## src/rtl/serial_subtractor.sv

```systemverilog
`default_nettype none
// ============================================================================
// Module      : serial_subtractor
// Description : Bit-serial 4-bit subtractor computing d = a - b - b_in, one
//               bit per clock, exposing the full borrow chain in b_out.
//               Optional signed-overflow output enabled by macro SUB_OVF_EN.
// Revision    : 1.0 - initial release
// ============================================================================
module serial_subtractor (
    input  logic       clock,
    input  logic       reset,
    input  logic       start,
    input  logic [3:0] a,
    input  logic [3:0] b,
    input  logic       b_in,
    output logic [3:0] d,
    output logic [3:0] b_out,
`ifdef SUB_OVF_EN
    output logic       ovf,
`endif
    output logic       busy,
    output logic       done
);

    localparam logic [1:0] S_IDLE  = 2'd0;
    localparam logic [1:0] S_SHIFT = 2'd1;
    localparam logic [1:0] S_DONE  = 2'd2;
    localparam logic [1:0] C_LAST  = 2'd3;

    logic [1:0] r_state;
    logic [1:0] w_state_next;
    logic [3:0] r_a;
    logic [3:0] r_b;
    logic       r_bin;
    logic [1:0] r_idx;
    logic [3:0] r_d;
    logic [3:0] r_bout;
    logic       w_bor;
    logic       w_dbit;
    logic       w_borbit;
    logic [3:0] w_bout_next;
    logic [1:0] w_idx_prev;

    assign w_idx_prev = r_idx - 2'd1;

    // Single-bit full subtractor on the bit currently selected by r_idx
    always_comb begin
        w_bor       = (r_idx == 2'd0) ? r_bin : r_bout[w_idx_prev];
        w_dbit      = r_a[r_idx] ^ r_b[r_idx] ^ w_bor;
        w_borbit    = (~r_a[r_idx] & r_b[r_idx]) |
                      (~(r_a[r_idx] ^ r_b[r_idx]) & w_bor);
        w_bout_next = r_bout;
        w_bout_next[r_idx] = w_borbit;
    end

    // State register
    always_ff @(posedge clock) begin
        if (reset) begin
            r_state <= S_IDLE;
        end else begin
            r_state <= w_state_next;
        end
    end

    // Next-state logic: start is only looked at while idle
    always_comb begin
        w_state_next = r_state;
        case (r_state)
            S_IDLE:  if (start) w_state_next = S_SHIFT;
            S_SHIFT: if (r_idx == C_LAST) w_state_next = S_DONE;
            S_DONE:  w_state_next = S_IDLE;
            default: w_state_next = S_IDLE;
        endcase
    end

    // Status outputs decoded from the registered state
    always_comb begin
        busy = (r_state == S_SHIFT) || (r_state == S_DONE);
        done = (r_state == S_DONE);
    end

    // Operand capture and per-bit result update
    always_ff @(posedge clock) begin
        if (reset) begin
            r_a    <= 4'd0;
            r_b    <= 4'd0;
            r_bin  <= 1'b0;
            r_idx  <= 2'd0;
            r_d    <= 4'd0;
            r_bout <= 4'd0;
        end else begin
            case (r_state)
                S_IDLE: begin
                    if (start) begin
                        r_a    <= a;
                        r_b    <= b;
                        r_bin  <= b_in;
                        r_idx  <= 2'd0;
                        r_d    <= 4'd0;
                        r_bout <= 4'd0;
                    end
                end
                S_SHIFT: begin
                    r_d[r_idx] <= w_dbit;
                    r_bout     <= w_bout_next;
                    r_idx      <= r_idx + 2'd1;
                end
                default: begin
                end
            endcase
        end
    end

`ifdef SUB_OVF_EN
    logic r_ovf;

    // Signed overflow: borrow into MSB differs from borrow out of MSB
    always_ff @(posedge clock) begin
        if (reset) begin
            r_ovf <= 1'b0;
        end else if (r_state == S_IDLE && start) begin
            r_ovf <= 1'b0;
        end else if (r_state == S_SHIFT && r_idx == C_LAST) begin
            r_ovf <= w_bout_next[3] ^ w_bout_next[2];
        end
    end

    assign ovf = r_ovf;
`endif

    assign d     = r_d;
    assign b_out = r_bout;

endmodule
`default_nettype wire

```

## config.mk

```make
export PLATFORM = sky130hd
export DESIGN_NAME = serial_subtractor
export DESIGN_NICKNAME = d
export VERILOG_FILES = /design/src/rtl/serial_subtractor.sv
export SDC_FILE = /design/constraint.sdc
export NUM_CORES = 1
export LEC_CHECK = 0
export CORE_ASPECT_RATIO = 1.4
export CORE_MARGIN = 4
export CORE_UTILIZATION = 45
export DETAILED_ROUTE_END_ITERATION = 10
export GPL_ROUTABILITY_DRIVEN = 0
export GPL_TIMING_DRIVEN = 0
export PLACE_DENSITY = 0.71
export SLEW_MARGIN = 5
export SYNTH_ARGS = -nofsm -noshare
export SYNTH_HDL_FRONTEND = slang
export SYNTH_SLANG_ARGS = --single-unit
```

## constraint.sdc

```tcl
create_clock -name clock -period 6.4 [get_ports clock]
set_input_delay 0.64 -clock clock [delete_from_list [all_inputs] [get_ports clock]]
set_output_delay 0.64 -clock clock [all_outputs]
set_load 0.005 [all_outputs]
```

==> qor.csv <==
stage;metric;value;unit
layout;area occupied by multi-input gates;581;sq um
floorplan;core region area;0.00218;sq mm
synth;synthesized area;0.00104;sq mm
global_route;total global-route track usage;14.6;%
flow_run;max_cap viols;0;
drt;Highest Signal Layer;met4;
drt;Vias/cell;5.58;
cts;total clock sinks;21;
floorplan;DIE HEIGHT;64.8;um
timing;Tightest Pin Transition;0.448;ns
worst_setup_path;Worst setup EP type;flop;
cts;Worst-path clk slew;0.12;ns
timing;TNS Setup;0;ns
timing;Fin. Hold Viols;0;
worst_setup_path;required time worst endpoint;6.67;ns
power;Net Sw Frac;29.3;%
cts;CTS hold repair buffers;0;
timing;final setup fails;0;
power;Worst IR Drop VDD;130;uV
timing;Slew HR;70.1;%
drt;met2 WL;1.02;mm
layout;FILL cells;216;
drt;Pre-antenna DRT Iters;4;
drt;Vias;876;
synth;sequential-to-total area share from yosys stat;40.5;%
floorplan;cell row count;20;
drt;Initial DRC Count;13;
worst_setup_path;Startpoint Class;flop;
layout;Inserted Diodes;0;
synth;Syn Area/Cell;9.44;sq um
worst_setup_path;Setup CP Type;flop to flop;
global_route;vias in the first global route;858;
cts;cts repair resizes;0;
power;internal power;0.192;mW
synth;post-synth top area cell;dfxtp_1;
layout;Design Area, Final;0.00130;sq mm
placement;Cell Area, Placed;0.00128;sq mm
status;status;complete, no violations;
placement;DP HPWL;1.66;mm
synth;Syn Inst Count;110;
timing;Slew Viols, Final;0;
power;Sw Pwr;0.0796;mW
timing;RSZ-0062 raised after global routing;false;
timing;crit share post-route;43.2;%
floorplan;Die Wd;48.6;um
cts;Post-CTS Setup Bufs;0;
synth;Synth warnings;0;
layout;fin nets;157;
drt;WL met3;121;um
cts;CTS Root Buffer Type;clkbuf_4;
global_route;largest net degree at the start of global routing;12;
worst_setup_path;critical path peak fanout;7;
floorplan;initial core utilization;47.7;%
power;pwr/cell area;209;mW/mm^2
power;Clk pwr share;24.5;%
synth;Synth top area share;40.5;%
floorplan;DIE AREA;0.00315;sq mm
cts;H-tree levels;1;
min_path;worst min path class;flop to flop;
global_route;grt ovf;0;
timing;fmax;0.362;GHz
placement;PortBufs;21;
layout;Area Growth Syn to Fin;25.4;%
cts;CTS tree;yes;
synth;Synth cell types;27;
drt;ANT nets after route;0;
layout;final core utilization;59.8;%
power;LEAKAGE;0.500;nW
worst_setup_path;Worst EP arrival;3.03;ns
synth;ranking of synthesized cells by area;dfxtp_1, ha_1, nand2_1;
power;logic gate share of total power;23.1;%
timing;Clock Skew;0.000972;ns
global_route;initial antenna violation count;0;
timing;crit path time final;2.76;ns
power;Tot Pwr;0.272;mW
global_route;first-pass GRT wire length;3.57;mm
drt;DRT Wirelength;2.12;mm
cts;clock buffer depth;2;
cts;worst skew pair latency;0.31;ns
power;sequential power share;52.5;%
synth;FF+latch count, synth;21;
layout;register area;420;sq um
cts;TritonCTS Buffers;3;
drt;DRC viols;0;
synth;syn nets;131;
drt;WL met1;861;um
layout;share of cells above drive strength 1;7.41;%
floorplan;io pins;22;
drt;detailed-route wire length per cell;13.5;um
-- per-stage QoR --
step | hold WS (ns) | instances | setup WS [ns]
6_report | 0.460 | 157 | 3.64
5_1_grt | 0.489 | 157 | 3.51
4_1_cts | 0.466 | 157 | 3.63
3_5_place_dp | 0.450 | 153 | 3.67
3_3_place_gp | 0.437 | 153 | 3.70
2_1_floorplan | 0.432 | 110 | 3.97
-- worst paths after layout --
kind | start | end | slack (ns) | cells after the start
max | r_idx[0]$_SDFFE_PP0P_ | d[1]$_SDFFE_PP0P_ | 3.64 | 7
min | r_b[0]$_SDFFE_PP0P_ | r_b[0]$_SDFFE_PP0P_ | 0.46 | 2
max reg2reg | r_idx[0]$_SDFFE_PP0P_ | d[1]$_SDFFE_PP0P_ | 3.64 | 7
min reg2reg | r_b[0]$_SDFFE_PP0P_ | r_b[0]$_SDFFE_PP0P_ | 0.46 | 2
-- cell families (layout without fill, tap and decap cells) --
group | count (synthesis) | count (layout) | synth area share [%]
compound gates | 25 | 25 | 14.8
fa+ha+maj | 9 | 9 | 11.6
buf+inv | 9 | 34 | 3.61
flops | 21 | 21 | 40.5
mux | 6 | 6 | 10.4
simple gates | 40 | 40 | 19.2
-- power by group through the flow --
stage               registers [mW]  logic [mW]  clock network, mW
global placement             0.145      0.0611                  0
CTS                          0.143      0.0634             0.0687
finish                       0.143      0.0627             0.0665
floorplan                    0.144      0.0427                  0
global route                 0.144      0.0700             0.0759
detailed placement           0.146      0.0631                  0
-- Yosys cell counts --
master / n
nand4_1: 1
a32oi_1: 1
dfxtp_1: 21
o21ai_0: 1
a31oi_1: 2
nand3b_1: 1
inv_1: 5
ha_1: 8
nor2_1: 2
nor3_1: 1
fa_1: 1
mux4_1: 2
and4b_1: 1
nand3_1: 1
nand4b_1: 1
buf_2: 3
mux2_2: 2
nor4b_2: 1
a22o_1: 6
nor2b_1: 2
mux2i_1: 1
nand2_1: 24
and2_1: 1
a21oi_1: 15
clkbuf_1: 1
nand2b_1: 4
mux4_2: 1
-- metal layers --
metal	vias up	GRT usage, %
met2	28	25.8
met3	11	2.53
met4	0	13.5
li1	437	-
met5	-	0
met1	400	14.0
-- critical path: stages (launching register included) --
cell	delay (ns)
dfxtp_1	0.54
inv_1	0.14
ha_1	0.34
mux4_2	0.29
mux2_2	0.29
fa_1	0.48
nor4b_2	0.43
a22o_1	0.21
-- state kept, by name, summed over array words and instances (netlist names) --
signal / flops
r_bin: 1
r_a: 4
b_out: 4
r_idx: 2
d: 4
r_b: 4
r_state: 2
-- cell usage in the layout (no fill, tap or decap), drive strengths merged, types with 2 or more instances in the layout --
master,n
a21oi,15
a22o,6
a31oi,2
buf,3
clkbuf,5
clkdlybuf4s50,21
dfxtp,21
ha,8
inv,5
mux2,2
mux4,3
nand2,24
nand2b,4
nor2,2
nor2b,2
-- final cells by class --
type | count | share of cell area [%]
Multi-Input combinational cell | 80 | 44.6
Buffer | 4 | 1.44
Timing Repair Buffer | 21 | 16.1
Clock buffer | 4 | 2.02
Tap cell | 22 | 2.11
Sequential cell | 21 | 32.3
Inverter | 5 | 1.44
(Power assumes the default switching activity.)
